## config.mk

```make
export PLATFORM = sky130hd
export DESIGN_NAME = ts_bus_master
export DESIGN_NICKNAME = d
export VERILOG_FILES = /design/src/rtl/ts_bus_pkg.sv /design/src/rtl/ts_bus_phase_timer.sv /design/src/rtl/ts_bus_master.sv
export SDC_FILE = /design/constraint.sdc
export NUM_CORES = 1
export LEC_CHECK = 0
export CAP_MARGIN = 15
export CORE_AREA = 2 2 73 75
export DETAILED_ROUTE_END_ITERATION = 16
export DIE_AREA = 0 0 75 77
export PLACE_DENSITY = 0.79
export SYNTH_ARGS = -nofsm -noshare
export SYNTH_HDL_FRONTEND = slang
export SYNTH_HIERARCHICAL = 1
export SYNTH_SLANG_ARGS = --single-unit
export TNS_END_PERCENT = 30
```

## constraint.sdc

```tcl
create_clock -name i_clk -period 6.8 [get_ports i_clk]
set_clock_uncertainty 0.2 [all_clocks]
set_input_delay 2.04 -clock i_clk [delete_from_list [all_inputs] [get_ports i_clk]]
set_output_delay 2.04 -clock i_clk [all_outputs]
set_load 0.05 [all_outputs]
```

## src/rtl/ts_bus_pkg.sv

```systemverilog
// Shared types and helpers for the Turbosound-FM PSG bus master (optional macro: TS_ADDR_CACHE_EN).
// Holds the select-command prefix, FSM state encoding and phase-kind classification.
package ts_bus_pkg;

  localparam logic [4:0] SEL_PREFIX = 5'b11111;
  localparam int         CNT_W      = 8;

  typedef enum logic [3:0] {
    IDLE,
    SEL_SETUP,
    SEL_STROBE,
    SEL_HOLD,
    ADR_SETUP,
    ADR_STROBE,
    ADR_HOLD,
    DAT_SETUP,
    DAT_STROBE,
    DAT_HOLD,
    RD
  } state_t;

  typedef enum logic [2:0] {
    PH_NONE,
    PH_SEL,
    PH_ADR,
    PH_DAT,
    PH_RD
  } phase_kind_t;

  function automatic logic [7:0] sel_cmd(input logic fm_en, input logic stat_sel,
                                         input logic chip);
    return {SEL_PREFIX, ~fm_en, stat_sel, chip};
  endfunction

  function automatic phase_kind_t state_kind(input state_t s);
    phase_kind_t k;
    case (s)
      SEL_SETUP, SEL_STROBE, SEL_HOLD: k = PH_SEL;
      ADR_SETUP, ADR_STROBE, ADR_HOLD: k = PH_ADR;
      DAT_SETUP, DAT_STROBE, DAT_HOLD: k = PH_DAT;
      RD:                              k = PH_RD;
      default:                         k = PH_NONE;
    endcase
    return k;
  endfunction

endpackage

```

## src/rtl/ts_bus_phase_timer.sv

```systemverilog
// Loadable down-counter shared by every bus phase; o_done is high while the count is zero.
// Loading N-1 on state entry makes the state last exactly N clocks.
module ts_bus_phase_timer #(
  parameter int W = 8
) (
  input  logic         i_clk,
  input  logic         i_reset_n,
  input  logic         i_load,
  input  logic [W-1:0] i_load_val,
  output logic         o_done
);

  logic [W-1:0] r_count;

  always_ff @(posedge i_clk) begin
    if (!i_reset_n) begin
      r_count <= '0;
    end else if (i_load) begin
      r_count <= i_load_val;
    end else if (r_count != '0) begin
      r_count <= r_count - W'(1);
    end
  end

  assign o_done = (r_count == '0);

endmodule

```

## src/rtl/ts_bus_master.sv

```systemverilog
// Turbosound-FM PSG bus initiator: turns register read/write requests into timed BDIR/BC/DI phases.
// Optional macro TS_ADDR_CACHE_EN lets a repeated write to the same chip/address skip the ADR phase.
module ts_bus_master #(
  parameter int SETUP_CYCLES  = 2,
  parameter int STROBE_CYCLES = 4,
  parameter int HOLD_CYCLES   = 2,
  parameter int READ_CYCLES   = 6
) (
  input  logic       i_clk,
  input  logic       i_reset_n,
  input  logic       i_req_valid,
  output logic       o_req_ready,
  input  logic       i_req_read,
  input  logic       i_req_chip,
  input  logic [7:0] i_req_addr,
  input  logic [7:0] i_req_data,
  input  logic       i_fm_en,
  input  logic       i_stat_sel,
  output logic       o_rsp_valid,
  output logic [7:0] o_rsp_data,
  output logic       o_bdir,
  output logic       o_bc,
  output logic [7:0] o_do_bus,
  input  logic [7:0] i_di_bus,
  output logic       o_busy,
  output logic [3:0] o_dbg_state
);
  import ts_bus_pkg::*;

  // Handshake: a request transfers on a clock where i_req_valid && o_req_ready; ready is
  // high only in IDLE, and all request fields plus FM/status config are captured then.

  state_t      r_state;
  state_t      w_state_next;
  phase_kind_t w_kind;

  logic       r_read;
  logic [7:0] r_addr;
  logic [7:0] r_data;
  logic [7:0] r_sel_shadow;
  logic       r_sel_vld;
  logic [7:0] r_do_bus;
  logic       r_rsp_valid;
  logic [7:0] r_rsp_data;

  logic             w_accept;
  logic             w_need_sel;
  logic             w_skip_adr;
  logic [7:0]       w_sel_cmd;
  logic             w_timer_done;
  logic             w_load;
  logic [CNT_W-1:0] w_load_val;
  logic             w_do_load;
  logic [7:0]       w_do_next;
  logic             w_rd_last;

`ifdef TS_ADDR_CACHE_EN
  logic [7:0] r_cache_addr;
  logic       r_cache_vld;
`endif

  always_comb begin
    w_sel_cmd  = sel_cmd(i_fm_en, i_stat_sel, i_req_chip);
    w_need_sel = !r_sel_vld || (r_sel_shadow != w_sel_cmd);
    w_accept   = i_req_valid && (r_state == IDLE);
    w_rd_last  = (r_state == RD) && w_timer_done;
`ifdef TS_ADDR_CACHE_EN
    // Unchanged select means the same chip is addressed, so a matching cached address is valid.
    w_skip_adr = !i_req_read && !w_need_sel && r_cache_vld && (r_cache_addr == i_req_addr);
`else
    w_skip_adr = 1'b0;
`endif
  end

  always_comb begin
    w_state_next = r_state;
    w_do_load    = 1'b0;
    w_do_next    = r_do_bus;
    case (r_state)
      IDLE: begin
        if (i_req_valid) begin
          w_do_load = 1'b1;
          if (w_need_sel) begin
            w_state_next = SEL_SETUP;
            w_do_next    = w_sel_cmd;
          end else if (w_skip_adr) begin
            w_state_next = DAT_SETUP;
            w_do_next    = i_req_data;
          end else begin
            w_state_next = ADR_SETUP;
            w_do_next    = i_req_addr;
          end
        end
      end
      SEL_SETUP:  if (w_timer_done) w_state_next = SEL_STROBE;
      SEL_STROBE: if (w_timer_done) w_state_next = SEL_HOLD;
      SEL_HOLD: begin
        if (w_timer_done) begin
          w_state_next = ADR_SETUP;
          w_do_load    = 1'b1;
          w_do_next    = r_addr;
        end
      end
      ADR_SETUP:  if (w_timer_done) w_state_next = ADR_STROBE;
      ADR_STROBE: if (w_timer_done) w_state_next = ADR_HOLD;
      ADR_HOLD: begin
        if (w_timer_done) begin
          w_do_load = 1'b1;
          if (r_read) begin
            w_state_next = RD;
            w_do_next    = 8'hFF;
          end else begin
            w_state_next = DAT_SETUP;
            w_do_next    = r_data;
          end
        end
      end
      DAT_SETUP:  if (w_timer_done) w_state_next = DAT_STROBE;
      DAT_STROBE: if (w_timer_done) w_state_next = DAT_HOLD;
      DAT_HOLD:   if (w_timer_done) w_state_next = IDLE;
      RD:         if (w_timer_done) w_state_next = IDLE;
      default:    w_state_next = IDLE;
    endcase
  end

  // Every state change reloads the timer with the duration of the state being entered.
  always_comb begin
    w_load = (w_state_next != r_state);
    case (w_state_next)
      SEL_SETUP, ADR_SETUP, DAT_SETUP:    w_load_val = CNT_W'(SETUP_CYCLES - 1);
      SEL_STROBE, ADR_STROBE, DAT_STROBE: w_load_val = CNT_W'(STROBE_CYCLES - 1);
      SEL_HOLD, ADR_HOLD, DAT_HOLD:       w_load_val = CNT_W'(HOLD_CYCLES - 1);
      RD:                                 w_load_val = CNT_W'(READ_CYCLES - 1);
      default:                            w_load_val = '0;
    endcase
  end

  ts_bus_phase_timer #(
    .W(CNT_W)
  ) u_timer (
    .i_clk      (i_clk),
    .i_reset_n  (i_reset_n),
    .i_load     (w_load),
    .i_load_val (w_load_val),
    .o_done     (w_timer_done)
  );

  always_ff @(posedge i_clk) begin
    if (!i_reset_n) begin
      r_state      <= IDLE;
      r_read       <= 1'b0;
      r_addr       <= 8'h00;
      r_data       <= 8'h00;
      r_sel_shadow <= 8'h00;
      r_sel_vld    <= 1'b0;
      r_do_bus     <= 8'h00;
      r_rsp_valid  <= 1'b0;
      r_rsp_data   <= 8'h00;
    end else begin
      r_state     <= w_state_next;
      r_rsp_valid <= w_rd_last;
      if (w_do_load) r_do_bus <= w_do_next;
      if (w_rd_last) r_rsp_data <= i_di_bus;
      if (w_accept) begin
        r_read       <= i_req_read;
        r_addr       <= i_req_addr;
        r_data       <= i_req_data;
        // A select phase is always completed unless reset intervenes, and reset clears this.
        r_sel_shadow <= w_sel_cmd;
        r_sel_vld    <= 1'b1;
      end
    end
  end

`ifdef TS_ADDR_CACHE_EN
  // After any accepted request the receiver's address latch ends up holding i_req_addr:
  // either ADR is emitted (also after a select) or the cached value already matched.
  always_ff @(posedge i_clk) begin
    if (!i_reset_n) begin
      r_cache_addr <= 8'h00;
      r_cache_vld  <= 1'b0;
    end else if (w_accept) begin
      r_cache_addr <= i_req_addr;
      r_cache_vld  <= 1'b1;
    end
  end
`endif

  assign w_kind      = state_kind(r_state);
  assign o_bc        = (w_kind == PH_SEL) || (w_kind == PH_ADR) || (w_kind == PH_RD);
  assign o_bdir      = (r_state == SEL_STROBE) || (r_state == ADR_STROBE) ||
                       (r_state == DAT_STROBE);
  assign o_do_bus    = r_do_bus;
  assign o_rsp_valid = r_rsp_valid;
  assign o_rsp_data  = r_rsp_data;
  assign o_req_ready = (r_state == IDLE);
  assign o_busy      = (r_state != IDLE);
  assign o_dbg_state = r_state;

endmodule
```

# After elaboration in Yosys (flattened, before gate mapping)
# Memories as Yosys holds them, arrays and structs flattened. A register that Yosys moved wholly into a read port is not among the register bits.
# Cells that the tools add are included.
# totals
register_bits,51
mem_count,2
romBits,96
# memory_table
memory,depth,word_bits,rd,rd_ports_with_merged_regs,write_ports,line,text
(no name shown),16,3,1,0,0,ts_bus_master.sv:129,case (w_state_next)
(no name shown),16,3,1,1,0,ts_bus_pkg.sv:37,case (s)
# classes
mux,25
n_reduce_logical,17
eq_ne,18
bitwise,1
add_sub_neg,1
# ops
operator,n
2-to-1 mux 8 bit,7
2-to-1 mux 4 bit,12
case mux 4 bit (10 select lines),1
case mux 8 bit (3 select lines),1
equality test 4 x 3 -> 1 bit (second input constant),4
equality test 4 bit (second input constant),3
equality test 4 x 2 -> 1 bit (second input constant),2
logical NOT 8 bit,1
inequality test 8 bit,1
nonzero test 8 bit,1
subtractor 8 x 1 -> 8 bit (second input constant),1
inequality test 2 bit (second input constant),3
logical OR 1 bit,5
AND reduction 5 bit,1
equality test 4 x 1 -> 1 bit (second input constant),1
logical NOT 4 bit,1
inequality test 4 bit,1
nonzero test 4 bit,1
OR reduction 2 bit,2
equality test 3 x 1 -> 1 bit (second input constant),1
equality test 3 x 2 -> 1 bit (second input constant),1
equality test 3 bit (second input constant),1
2-to-1 mux 3 bit,1
nonzero test 3 bit,1
6 further kinds,8

# Longest topological paths before layout
# Gate-level depths: netlist (run 1).
# depth
ltp_word,8
depth_mapped,13
depth_no_buf,11

# Cells and area by module
# Netlist (run 1), hierarchy kept.
# by_module_without_submodules
module,seq_area_each_um2,area_each_um2,cells_each,n_inst
ts_bus_master,900.9,2119.5,260,1
ts_bus_phase_timer,160.2,457.9,51,1

# Worst setup path before layout (run 1)
# OpenSTA, ideal clock, no wires.
# synth_timing
path_kind,reg2out
startpoint,"reg r_state[1], in the netlist o_dbg_state[1]"
endpoint,out o_bdir
path_stages_with_launch,4
path_buffers,1
t_required_ps,4560
slack_ps,2204
t_arrival_ps,2356
cell_sequence,dfxtp_1 > buf_2 > nand2b_1 > o32ai_1
# synth_between
elab_chain_len,3
elab_cells_between_ends,5
# synth_lines
item,line,text
start: declaration,ts_bus_master.sv:33,state_t r_state;
start signal: assignment,ts_bus_master.sv:160,r_state <= w_state_next;
equality test 4 x 2 -> 1 bit or equality test 4 x 3 -> 1 bit (tied branches),ts_bus_master.sv:191,assign o_bdir = (r_state == SEL_STROBE) || (r_state == ADR_STROBE) ||
logical OR 1 bit,ts_bus_master.sv:191,
logical OR 1 bit *,ts_bus_master.sv:191,
end: declaration,ts_bus_master.sv:21,"output logic o_bdir,"
# Mark *: on every way between the ends. The rest lies on a longest branch, timed or not.

# Final worst setup path (run 1)
# layout_timing
startpoint,in i_fm_en
endpoint,reg u_timer.r_count[3]
# layout_between
elab_chain_len,8
elab_cells_between_ends,9
# layout_lines
item,line,text
start: declaration,ts_bus_master.sv:17,"input logic i_fm_en,"
NOT 1 bit *,ts_bus_pkg.sv:32,"return {SEL_PREFIX, ~fm_en, stat_sel, chip};"
inequality test 8 bit *,ts_bus_master.sv:64,w_need_sel = !r_sel_vld || (r_sel_shadow != w_sel_cmd);
logical OR 1 bit *,ts_bus_master.sv:64,
2-to-1 mux 3 bit *,ts_bus_master.sv:83,if (w_need_sel) begin
2-to-1 mux 4 bit *,ts_bus_master.sv:81,if (i_req_valid) begin
case mux 4 bit (10 select lines) *,ts_bus_master.sv:79,case (r_state)
inequality test 4 bit *,ts_bus_master.sv:128,w_load = (w_state_next != r_state);
named net w_load,ts_bus_master.sv:51,logic w_load;
2-to-1 mux 8 bit or nonzero test 2 bit (tied branches),n/a,
end signal: assignment,ts_bus_phase_timer.sv:19,r_count <= i_load_val;
end signal: assignment,ts_bus_phase_timer.sv:21,r_count <= r_count - W'(1);
end: declaration,ts_bus_phase_timer.sv:13,logic [W-1:0] r_count;
# The timed path passes the listed nets; every way through them passes the cells marked *.
# A chain may end at the register's enable or synchronous reset.

==> impl.org, run 1 <==
** Logic synthesis
- Mean area per synthesized cell :: between 8 and 9 um^2
- For this run, asynchronously set or reset flops after synthesis account for 0.
- Synthesis produced a netlist whose cell count is 311.
- Of the synthesized area, sequential elements account for 0.412.
- Number of enable flip-flop cells after synthesis :: 0
- Warnings from Yosys :: 6
- Flip-flop and latch count after synthesis :: 53
- In this run, distinct cell masters in the synthesized netlist total 55.
- Mapped Area :: around 2600 um^2
- Dominant synthesized flop cell :: sky130_fd_sc_hd__dfxtp_1

** Floorplan
- For this configuration, the core starts out at a cell density of 0.518.
- Die H :: a little under 80 um
- Width of the chip :: ~75 um
- Number of primary I/O pins :: 56
- In this run the standard cell core region covers roughly 5000 um^2.
- The die covers between 5000 and 6000 um^2.
- Core Rows :: 26

** Route
- After detailed routing, the number of remaining DRC violations is 0.
- After detailed routing, the average wire length per cell comes to 13.9 um.
- The final route contains about 2.3k vias.
- ANT nets after route :: 0
- The first detailed-routing pass ran for 4 iterations.
- In the routed layout, each cell is associated on average with a via count of around 5.5.
- Iter 0 DRT Violations :: 107
- The final layout contains routed wiring with a total length of 5.92 mm.

** Critical path
- On the critical path the largest part of the delay comes from compound AO/OA/AOI/OAI gates.
- Critical path capture point :: u_timer/r_count[3]
- Total stage count of the critical path :: 9
- Max Fanout on Critical Path :: 12
- CP Launch Point :: i_fm_en
- Path depth of the worst reg2reg path :: 10
- Type of element launching the critical path :: input pin
- Internal reg-to-reg setup slack :: around 3.0 ns
- On the critical path, the stage with the largest delay is an instance of sky130_fd_sc_hd__clkdlybuf4s50_1.
- Terminus of the critical flop-to-flop path :: u_timer/r_count[3]
- Biggest cell delay along the critical path :: 0.53 ns
- Critical path type :: in -> reg
- Category of the worst setup path capture point :: register
- The critical path goes through clkdlybuf4s50_1, xor2_1, nand4_1, a21o_2, xnor2_1, o2111ai_1, inv_1, nand2_1, o31ai_1.
- Launch point of the worst reg-to-reg path :: u_timer/r_count[3]
- At the worst endpoint, the arrival time is about 4.9 ns.
- Buffers plus inverters on the worst setup path :: 2
- Required arrival time at the worst endpoint :: roughly 6.8 ns

** CTS
- The H-tree was split into 2 levels.
- CTS tree :: built
- Clock edge transition at the registers on the reported setup and hold paths :: approximately 0.09 ns
- After clock tree synthesis, the flow added hold-fix buffers numbering 0.
- Setup Buffers After CTS :: 0
- Buffers from clock root to sink, at most :: 2
- The tree is rooted in a sky130_fd_sc_hd__clkbuf_8.
- Total clock sinks :: 53
- TritonCTS Buffers :: 5
- Clk Latency, worst-skew pair :: ~0.31 ns
- In this run, post-CTS repair resized a total of 0 instances.

** Layout
- Of the cells placed in the final design, the portion with a size suffix greater than 1 is 0.0618.
- The filler cells instantiated in the layout total 438.
- For this run, the share of the core covered by cells in the final layout is 0.645.
- Once layout is complete, the cells apart from fillers number around 430.
- Count of inserted antenna diode cells :: 0
- Synth-to-Final Area Change :: 24.5%
- At the end of the flow, the number of nets in the layout was around 390.

** Min path
- The worst hold path passes through 2 cells.
- The worst hold path belongs to the class reg -> reg.

** GRT
- The number of global-route vias before repair came to between 2k and 2.5k.
- Final global-route overflow total :: 0
- Overall track demand over capacity in global routing :: 0.226
- Number of antenna violations at the first check in global routing :: 0
- Pin count of the biggest net entering global routing :: 38
- The first global-routing pass estimated 10.4 mm of wire.

** Power and ir drop
- Worst vdd ir :: ~0.17 mV
- Leakage power total :: roughly 1.2 nW
- Power density of the placed cells :: between 300 and 400 nW/um^2

** Placement
- Dpl cells :: between 400 and 500
- Post-DP HPWL :: 3.99 mm
- Placer Congestion :: just over 0.8
- Input and output buffers added on the ports amount to 55.

** Timing
- Worst-Margin Slew :: 0.824 ns
- Final critical delay including setup and external delays :: just under 5 ns
- Final hold vios :: 0
- Final setup viols :: 0
- Setup repair after global routing left no endpoint under its margin.
- Measured against its own limit, the worst slew margin works out to 0.451.
- Static timing analysis puts the maximum clock frequency at between 200 and 250 MHz.
- Number of max-slew violations in the final report :: 0
- In the finished design, the share of the clock period the worst path needs comes to 0.711.
- Aggregate negative setup slack :: 0 ns

** Job
- Number of violations of the max-capacitance limit :: 0

** Outcome
- Result of the run :: completed
## where the power goes
group	switching (mW)	internal, mW	leakage, nW
combinational	0.249	0.164	0.735
clock	0.0990	0.0806	0.0433
sequential	0.0516	0.360	0.435
total	0.399	0.605	1.21
## worst min-delay path by stage
stage / from / end / slack (ns)
final: r_data[2] / r_data[2] / 0.26
after global routing: r_addr[2] / r_addr[2] / 0.28
after CTS: r_data[2] / r_data[2] / 0.26
after detailed placement: r_data[2] / r_data[2] / 0.25
after global placement: r_data[5] / r_data[5] / 0.24
after floorplan: r_data[0] / r_data[0] / 0.23
## sequential cells by signal (all words and copies together) (netlist names)
name	cells
o_rsp_valid	1
w_kind	3
u_timer/r_count	8
o_do_bus	8
r_sel_shadow	4
o_rsp_data	8
r_addr	8
r_data	8
r_read	1
o_dbg_state	4
## metrics by stage
| stage | setup WS (ns) | total power [mW] | area [um^2] | hold WS [ns] |
|---|---|---|---|---|
| after floorplan | 2.20 | 0.737 | 2590 | 0.233 |
| after global placement | 1.84 | 0.818 | 3120 | 0.240 |
| after detailed placement | 1.71 | 0.828 | 3120 | 0.247 |
| after CTS | 2.01 | 1.01 | 3210 | 0.260 |
| after global routing | 1.79 | 1.07 | 3210 | 0.276 |
| final | 1.97 | 1.00 | 3210 | 0.262 |
## cell usage in the layout, fill, tap and decap left out, types with 2 or more instances in the layout
cell type,count
sky130_fd_sc_hd__inv_2,2
sky130_fd_sc_hd__o31ai_1,4
sky130_fd_sc_hd__o211ai_1,2
sky130_fd_sc_hd__nand4_1,2
sky130_fd_sc_hd__nor4_4,2
sky130_fd_sc_hd__clkbuf_8,6
sky130_fd_sc_hd__conb_1,5
sky130_fd_sc_hd__o21ai_1,4
sky130_fd_sc_hd__nand2b_1,3
sky130_fd_sc_hd__a21o_1,2
sky130_fd_sc_hd__xor2_1,2
sky130_fd_sc_hd__xnor2_1,9
sky130_fd_sc_hd__mux2i_1,9
sky130_fd_sc_hd__o21ai_0,23
sky130_fd_sc_hd__o22ai_1,2
sky130_fd_sc_hd__a41oi_1,8
sky130_fd_sc_hd__nand3_1,10
sky130_fd_sc_hd__nor3_1,4
sky130_fd_sc_hd__nor3b_1,2
sky130_fd_sc_hd__a21oi_1,24
sky130_fd_sc_hd__dfxtp_1,53
sky130_fd_sc_hd__clkdlybuf4s50_1,55
sky130_fd_sc_hd__inv_1,5
sky130_fd_sc_hd__mux2_2,2
sky130_fd_sc_hd__o32ai_1,2
sky130_fd_sc_hd__nor2_1,25
sky130_fd_sc_hd__nand4b_1,2
sky130_fd_sc_hd__nand2_1,61
## logic make-up (layout without fill, tap and decap cells)
kind of cell | count (synthesis) | in the layout | synth area share
AOI/OAI and AO/OA | 82 | 82 | 0.207
adders and majority gates | 2 | 2 | 0.00874
muxes | 11 | 11 | 0.0437
other | 1 | 5 | 0.00145
DFF | 53 | 53 | 0.412
and+or+nand+nor | 123 | 123 | 0.236
buffers and inverters | 28 | 69 | 0.0534
xor gates and xnor gates | 11 | 11 | 0.0374
## metal layers
layer  up-vias  wire length (um)  global-route usage  part of all wire
li1       1171                 -                   -                 -
met1      1094              2770               0.310              0.47
met2        67              2720               0.348              0.46
met3        10               329              0.0460             0.056
met4         0               102              0.0768             0.017
met5         -                 0                   0                 0
## synthesized netlist by cell type, drive strengths merged, types with 2 or more instances
master | number | area share
inv | 7 | 0.010
nand3 | 10 | 0.019
nand4b | 2 | 0.0068
buf | 12 | 0.030
nor3 | 5 | 0.012
o22ai | 2 | 0.0049
nand2b | 3 | 0.0073
a41oi | 8 | 0.027
o211ai | 2 | 0.0058
nor4 | 2 | 0.017
nand2 | 62 | 0.091
clkbuf | 9 | 0.013
nor3b | 3 | 0.011
a21o | 3 | 0.0092
o32ai | 2 | 0.0068
xor2 | 2 | 0.0068
o21ai | 27 | 0.052
mux2 | 2 | 0.0087
nor2 | 25 | 0.036
a21oi | 25 | 0.050
dfxtp | 53 | 0.41
nand4 | 2 | 0.0049
o31ai | 4 | 0.012
xnor2 | 9 | 0.031
mux2i | 9 | 0.035
## worst reg2reg max path, cell delays in order (launching register included)
cell and delay (ns):
sky130_fd_sc_hd__dfxtp_1 0.37, sky130_fd_sc_hd__nor4_4 0.35, sky130_fd_sc_hd__and4bb_1 0.74, sky130_fd_sc_hd__xnor2_1 0.13, sky130_fd_sc_hd__nor4b_1 0.50, sky130_fd_sc_hd__a21o_2 0.22, sky130_fd_sc_hd__xnor2_1 0.13, sky130_fd_sc_hd__o2111ai_1 0.32
sky130_fd_sc_hd__inv_1 0.34, sky130_fd_sc_hd__nand2_1 0.17, sky130_fd_sc_hd__o31ai_1 0.26
## area by class of cell
| class | instances | area, um^2 | share of cell area |
|---|---|---|---|
| Clock buffer | 6 | 82.6 | 0.0257 |
| Timing Repair Buffer | 55 | 551 | 0.172 |
| Sequential cell | 53 | 1060 | 0.331 |
| Inverter | 7 | 26.3 | 0.00819 |
| Tap cell | 70 | 87.6 | 0.0273 |
| Multi-Input combinational cell | 234 | 1390 | 0.434 |
| Clock inverter | 1 | 7.51 | 0.00234 |
No activity file was read; power rests on OpenSTA's default activity.
==> run 2: changes to the inputs <==
--- a/config.mk
+++ b/config.mk
@@ -6,10 +6,10 @@
 export NUM_CORES = 1
 export LEC_CHECK = 0
 export CAP_MARGIN = 15
-export CORE_AREA = 2 2 73 75
+export CORE_AREA = 2 2 75 77
 export DETAILED_ROUTE_END_ITERATION = 16
-export DIE_AREA = 0 0 75 77
-export PLACE_DENSITY = 0.79
+export DIE_AREA = 0 0 77 79
+export PLACE_DENSITY = 0.76
 export SYNTH_ARGS = -nofsm -noshare
 export SYNTH_HDL_FRONTEND = slang
 export SYNTH_HIERARCHICAL = 1
==> constraint.sdc (replaced) <==
create_clock -name i_clk -period 4.45 [get_ports i_clk]
set_clock_uncertainty 0.2 [all_clocks]
set_input_delay 1.335 -clock i_clk [delete_from_list [all_inputs] [get_ports i_clk]]
set_output_delay 1.335 -clock i_clk [all_outputs]
set_load 0.05 [all_outputs]
==> run 2 against run 1 <==
- die area up 5.3%
- register-to-register slack worse by 2.1 ns
- critical path depth down 4
- clock power up 46%
- flip-flop and latch count unchanged
- routed wire length down 0.78%
- design area up 0.82%
==> impl.org, run 2 (synthesized netlist as in run 1, its figures left out) <==
** Job
- The number of maximum-capacitance violations came to 0 (unchanged).

** Critical path
- CP Data Arrival Time :: 2.39 ns (-2.46 ns)
- The worst setup path is launched from a register.
- The startpoint identified for the worst register-to-register timing path is u_timer/r_count[3].
- Biggest cell delay along the critical path :: 0.85 ns (+0.32 ns)
- The depth of the worst register-to-register path was 10 (unchanged).
- The number of buffer and inverter stages on the critical path was 1 (-1).
- On the critical path, the stage with the largest delay is an instance of sky130_fd_sc_hd__clkdlybuf4s50_1.
- Critical path type :: reg -> out
- The critical path goes through nand2b_1, nor2_1, a21oi_1, o32ai_1, clkdlybuf4s50_1.
- Category of the worst setup path capture point :: output port
- Max Fanout on Critical Path :: 17 (+5)
- Broken down by cell family, the worst path's largest delay share belongs to buffers and inverters.
- In this run the critical register-to-register path is captured at u_timer/r_count[4].
- Required arrival time at the worst endpoint :: 2.91 ns (-3.91 ns)
- Internal reg-to-reg setup slack :: 0.88 ns (-2.11 ns)

** Floorplan
- The horizontal die dimension is 77 um (+2.7%).
- The effective utilization at floorplan is 0.483 (-0.0350).
- Core Rows :: 27 (+3.8%)
- The total die area was 6080 um^2 (+5.3%).
- The top-level port count is 56 (unchanged).
- Die H :: 79 um (+2.6%)
- The placeable core area came to 5340 um^2 (+7.2%).

** GRT
- Final global-route overflow total :: 0 (unchanged)
- Number of antenna violations at the first check in global routing :: 0 (unchanged)
- The total track usage came to 0.198 (-0.0272).
- The number of global-route vias before repair came to 2172 (-3.7%).
- Pin count of the biggest net entering global routing :: 38 (unchanged)
- The first-pass GRT wire length came to 10.0 mm (-3.4%).

** Placement
- Post-DP HPWL :: 4.09 mm (+2.3%)
- The final weighted congestion in routability-driven placement came to 0.877 (+8.5%).
- Number of buffers added on ports :: 55 (unchanged)

** Layout
- Count of inserted antenna diode cells :: 0 (unchanged)
- Footprint of the flip-flops and latches :: 1060 um^2 (unchanged)
- The number of nets in the layout is 392 (+1.0%).
- The fraction of layout instances using a drive strength above 1 is 0.0693 (+0.00745).
- From synthesis to final layout, the design area changed by 25.5%.
- FILL cells :: 504 (+15%)
- Total area of multi-input combinational cells :: 1390 um^2 (unchanged)
- The library cell used most frequently in the layout, excluding fill and tap cells, is sky130_fd_sc_hd__nand2_1.
- In the layout the commonest cells are 61 x sky130_fd_sc_hd__nand2_1, 55 x sky130_fd_sc_hd__clkdlybuf4s50_1, 53 x sky130_fd_sc_hd__dfxtp_1.

** Timing
- Of the available clock period, the critical path in the final layout requires 0.882.
- Headroom to the max-slew limit :: 0.517 (+0.0661)
- RSZ-0062 raised after global routing :: false
- The summed negative setup slack over all endpoints is 0 ns (unchanged).
- Worst-Margin Slew :: 0.725 ns (-0.0992 ns)
- The number of max-slew violations in the final report was 0 (unchanged).
- Final hold vios :: 0 (unchanged)
- Counting I/O delays and the setup requirement, the final critical path takes 3.92 ns.
- Max Clock Freq :: 255 MHz
- The final-report setup violation count is 0 (unchanged).

** CTS
- Hold bufs inserted after CTS :: 0 (unchanged)
- Setup Buffers After CTS :: 0 (unchanged)
- The clock sink count was 53 (unchanged).
- Clock edge transition at the registers on the reported setup and hold paths :: 0.09 ns (about the same)
- The CTS H-tree depth was 2 (unchanged).
- Clk Latency, worst-skew pair :: 0.30 ns (about the same)
- Resized cells post-CTS :: 0 (unchanged)
- In this run the clock root is driven by a sky130_fd_sc_hd__clkbuf_8.
- TritonCTS built the clock tree.
- Buffers from clock root to sink, at most :: 2 (unchanged)
- TritonCTS Buffers :: 5 (unchanged)

** Power and ir drop
- The standby leakage power is 1.23 nW (+1.1%).
- The overall power of the completed layout is 1.52 mW (+52%).
- Worst vdd ir :: 0.243 mV (+46%)
- Power density of the placed cells :: 471 nW/um^2 (+51%)

** Route
- The detail-routed net length per standard cell was 13.6 um (-2.4%).
- The remaining number of nets flagged by the antenna check after routing is 0 (unchanged).
- The routed length on met2 is 2.75 mm (+1.4%).
- The first-pass detailed-route iteration total is 4 (unchanged).
- Iter 0 DRT Violations :: 153 (+43%)
- The final routed wirelength across all metal layers was 5.88 mm (-0.78%).
- Wl on met1 :: 2.73 mm (-1.4%)
- Detail Route met3 WL :: 325 um (-1.2%)
- The count of vias placed by the detailed router was 2360 (+0.77%).
- Uppermost signal routing layer after detailed routing :: met4
- The average vias per placed instance came to 5.45 (-0.86%).
- Remaining design rule violation count :: 0 (unchanged)

** Min path
- Hold Path Origin :: r_addr[4]
- Hold Crit Class :: reg -> reg
- The number of instances on the worst hold path came to 2 (unchanged).
- For hold timing, the worst endpoint is r_addr[4].

** Outcome
- Result of the run :: completed
==> run 2: final cells by class <==
cell class,instances,share of cell area
clock buffers,7,0.0236
flip-flops and latches,53,0.328
multi-input cells,234,0.431
repair buffers,59,0.179
clock inverters,1,0.00232
inverters,7,0.00812
well taps,72,0.0278
==> run 2: worst min-delay path: stages, from the launching register on <==
cell and delay, ns:
sky130_fd_sc_hd__dfxtp_1 0.32, sky130_fd_sc_hd__nand2_1 0.05, sky130_fd_sc_hd__a21oi_1 0.05
==> run 2: power breakdown <==
part / switching (mW) / total, mW / leakage (nW) / internal (mW)
logic: 0.376 / 0.634 / 0.754 / 0.257
clock network: 0.151 / 0.262 / 0.0385 / 0.112
registers: 0.0789 / 0.629 / 0.435 / 0.550
total: 0.606 / 1.52 / 1.23 / 0.919
==> run 2: how the worst max path moves through the flow <==
| stage | from | end | slack (ns) | cells past startpoint |
|---|---|---|---|---|
| finish | o_dbg_state[3] | o_bdir | 0.53 | 5 |
| global route | o_dbg_state[3] | o_bdir | 0.32 | 5 |
| CTS | o_dbg_state[3] | o_bdir | 0.52 | 5 |
| detailed placement | i_fm_en | u_timer/r_count[4] | 0.44 | 9 |
| global placement | i_fm_en | u_timer/r_count[5] | 0.58 | 9 |
| floorplan | o_dbg_state[1] | o_bdir | 0.56 | 3 |
==> run 2: metrics by stage <==
step / cells / hold slack (ns) / setup slack [ns] / utilization / instance area (um^2)
finish: 433 / 0.261 / 0.525 / 0.606 / 3240
global route: 433 / 0.287 / 0.318 / 0.606 / 3240
CTS: 433 / 0.261 / 0.522 / 0.606 / 3240
detailed placement: 425 / 0.247 / 0.443 / 0.590 / 3150
global placement: 425 / 0.241 / 0.585 / 0.590 / 3150
floorplan: 315 / 0.233 / 0.559 / - / 2590
==> run 2: metal layers <==
layer | up-vias | track usage
met5 | - | 0
met4 | 0 | 0.0768
met3 | 6 | 0.0330
met2 | 68 | 0.324
met1 | 1105 | 0.264
li1 | 1181 | -
==> run 3: changes to the inputs <==
--- a/config.mk
+++ b/config.mk
@@ -6,9 +6,10 @@
 export NUM_CORES = 1
 export LEC_CHECK = 0
 export CAP_MARGIN = 15
-export CORE_AREA = 2 2 75 77
+export CORE_AREA = 5 5 78 80
 export DETAILED_ROUTE_END_ITERATION = 16
-export DIE_AREA = 0 0 77 79
+export DIE_AREA = 0 0 83 85
+export GPL_ROUTABILITY_DRIVEN = 0
 export PLACE_DENSITY = 0.76
 export SYNTH_ARGS = -nofsm -noshare
 export SYNTH_HDL_FRONTEND = slang
==> constraint.sdc (replaced) <==
create_clock -name i_clk -period 4.45 [get_ports i_clk]
set_clock_uncertainty 0.2 [all_clocks]
set_input_delay 0.445 -clock i_clk [delete_from_list [all_inputs] [get_ports i_clk]]
set_output_delay 0.445 -clock i_clk [all_outputs]
set_load 0.05 [all_outputs]
==> run 3 against run 2 <==
- total power increased by 4.1%
- clock power increased by 23%
- cell count decreased by 0.23%
- routed wire length increased by 3.0%
- maximum frequency increased by 7.2%
- worst setup slack improved by 0.26 ns
==> impl.org, run 3 (synthesized netlist as in run 1, its figures left out) <==
** CTS
- TritonCTS built the clock tree.
- The buffers inserted during post-CTS setup optimization is 0 (unchanged).
- The clock transition at the registers of the reported paths is 0.09 ns (about the same).
- The post-CTS resize count came to 0 (unchanged).
- The CTS H-tree depth is 2 (unchanged).
- Master cell of the clock root buffer :: sky130_fd_sc_hd__clkbuf_8
- TritonCTS Buffers :: 5 (unchanged)
- Total clock sinks :: 53 (unchanged)
- The clock latency on the worst-skew pair came to 0.31 ns (about the same).
- Buffers from clock root to sink, at most :: 2 (unchanged)
- The cts-stage hold buffer count is 0 (unchanged).

** Layout
- Count of inserted antenna diode cells :: 0 (unchanged)
- The post-route non-filler standard cell count came to 432 (-0.23%).
- The library cells used most frequently in the layout, excluding fill and tap cells, are 61 x sky130_fd_sc_hd__nand2_1, 55 x sky130_fd_sc_hd__clkdlybuf4s50_1, 53 x sky130_fd_sc_hd__dfxtp_1.
- Utilization after layout :: 0.610 (+0.00375)
- The library cell used most frequently in the layout, excluding fill and tap cells, is sky130_fd_sc_hd__nand2_1.
- Net count reported at finish :: 391 (-0.26%)
- Synth-to-Final Area Change :: 26.3%
- The fraction of layout instances using a drive strength above 1 is 0.0694 (+0.000192).

** Power and ir drop
- Leakage power total :: 1.24 nW (+0.99%)
- The overall power of the completed layout came to 1.59 mW (+4.1%).
- The part of the total power dissipated in the clock network came to 0.204 (+0.032).
- Power density of the placed cells :: 487 nW/um^2 (+3.4%)
- The peak supply drop was 0.247 mV (+1.6%).
- Power spent charging and discharging nets :: 0.611 mW (+0.89%)
- Internal portion of total power :: 0.976 mW (+6.2%)
- Fraction of power consumed by combinational cells :: 0.401 (-0.015)
- Portion of total power attributed to sequential cells :: 0.396 (-0.016)
- The net switching share of the total power was 0.385 (-0.0121).

** Critical path
- STA classifies the critical path endpoint as a register.
- The depth of the worst register-to-register path was 10 (unchanged).
- Launch point of the worst reg-to-reg path :: u_timer/r_count[3]
- The maximum fanout encountered on the critical timing path is 18 (+1).
- Internal reg-to-reg setup slack :: 0.79 ns (-0.09 ns)
- Type of element launching the critical path :: register
- By startpoint and endpoint, the worst setup path is classified as reg -> reg.
- The largest incremental delay on the critical path was 0.71 ns (-0.14 ns).
- Terminus of the critical flop-to-flop path :: u_timer/r_count[5]
- Most common cell type on the critical path :: sky130_fd_sc_hd__xnor2_1
- Crit path cell chain :: nor4_4, and4bb_1, xnor2_1, nor4b_1, a21o_2, xnor2_1, o2111ai_1, inv_1, nand2_1, o31ai_1
- CP Data Arrival Time :: 3.67 ns (+1.28 ns)
- The critical path required time came to 4.46 ns (+1.55 ns).
- Cell with the biggest individual delay on the critical path :: sky130_fd_sc_hd__and4bb_1

** Route
- The number of remaining DRC errors came to 0 (unchanged).
- The count of vias placed by the detailed router is 2337 (-0.97%).
- The iteration-0 DRC count of the detailed router is 181 (+18%).
- The average vias per placed instance is 5.41 (-0.75%).
- Length of the first detailed-routing pass in iterations :: 4 (unchanged)
- The remaining number of nets flagged by the antenna check after routing is 0 (unchanged).
- Routed wire length :: 6.05 mm (+3.0%)
- The detail-routed net length per standard cell was 14.0 um (+3.3%).

** Timing
- The pin slew with the least headroom to its limit came to 0.711 ns (-0.0140 ns).
- RSZ-0062 raised after global routing :: false
- The final-report setup violation count was 0 (unchanged).
- Max Clock Freq :: 273 MHz (+7.2%)
- Final hold slack :: 0.258 ns (-0.00307 ns)
- The number of hold violations in the final report was 0 (unchanged).
- Aggregate negative setup slack :: 0 ns (unchanged)
- The number of max-slew violations in the final report was 0 (unchanged).
- Final critical delay including setup and external delays :: 3.66 ns (-0.263 ns)
- The final cycle utilization of the critical path came to 0.823 (-0.0592).
- The relative slew slack came to 0.526 (+0.00933).

** Min path
- The startpoint identified for the worst hold timing path is r_data[7].
- The path with the worst hold slack has its endpoint at r_data[7].
- Hold Crit Class :: reg -> reg
- Count of cells along the worst hold path :: 2 (unchanged)

** Floorplan
- The horizontal die dimension was 83 um (+7.8%).
- The total die area came to 7060 um^2 (+16%).
- The height of the die is 85 um (+7.6%).
- The effective utilization at floorplan came to 0.483 (unchanged).
- The number of cell rows was 27 (unchanged).
- The top-level port count came to 56 (unchanged).
- Area of the core region :: 5340 um^2 (unchanged)

** GRT
- The overall overflow remaining after global route came to 0 (unchanged).
- Via count of the first global-routing pass :: 2258 (+4.0%)
- The first-pass GRT wire length is 10.6 mm (+5.3%).
- The maximum number of pins on one net before global-route repair is 38 (unchanged).
- Number of antenna violations at the first check in global routing :: 0 (unchanged)
- Overall track demand over capacity in global routing :: 0.176 (-0.0224)

** Job
- Number of violations of the max-capacitance limit :: 0 (unchanged)

** Placement
- Dpl cells :: 424 (-0.24%)
- Number of buffers added on ports :: 55 (unchanged)
- The half-perimeter wire length after detailed placement is 4.24 mm (+3.7%).

** Outcome
- The flow ran to the end, and the final reports show no timing, DRC or antenna violations.
run 3: final cells by class:
type,instances,area [um^2]
multi-input combinational,234,1390
sequential,53,1060
inverter,7,26.3
clock inverter,2,38.8
clock buffer,6,72.6
fill,499,2080
timing repair buffer,58,573
tap,72,90.1
run 3: worst max-delay path by stage:
stage                       startpoint                  to  depth (start not counted)  slack (ns)
floorplan               o_dbg_state[0]  u_timer/r_count[3]                         10        1.31
global route        u_timer/r_count[3]  u_timer/r_count[5]                         10        0.40
global placement    u_timer/r_count[3]  u_timer/r_count[5]                         10        1.09
detailed placement  u_timer/r_count[3]  u_timer/r_count[5]                         10        0.84
finish              u_timer/r_count[3]  u_timer/r_count[5]                         10        0.79
CTS                 u_timer/r_count[3]  u_timer/r_count[5]                         10        0.81
run 3: worst max-delay path, delay by kind of cell (launching register included):
kind / cells / cell delay, ns
AOI/OAI and AO/OA: 3 / 0.82
xor gates and xnor gates: 2 / 0.26
buffers and inverters: 1 / 0.32
DFF: 1 / 0.37
and+or+nand+nor: 4 / 1.61
run 3: per-layer routing:
layer / track usage / part of all wire
met4: 0.0624 / 0.018
met3: 0.0369 / 0.059
met1: 0.236 / 0.45
met2: 0.281 / 0.47
met5: 0 / 0
run 3: power by group through the flow:
stage	sequential (mW)	combinational, mW	clock, mW
6_report	0.628	0.636	0.323
5_1_grt	0.641	0.702	0.349
4_1_cts	0.628	0.637	0.328
3_5_place_dp	0.639	0.633	0
3_3_place_gp	0.636	0.620	0
2_1_floorplan	0.669	0.458	0
run 3: stage by stage:
step,instance area (um^2),setup WS [ns]
after detailed placement,3140,0.836
after CTS,3260,0.811
after global placement,3140,1.09
after floorplan,2590,1.31
final,3260,0.788
after global routing,3260,0.399
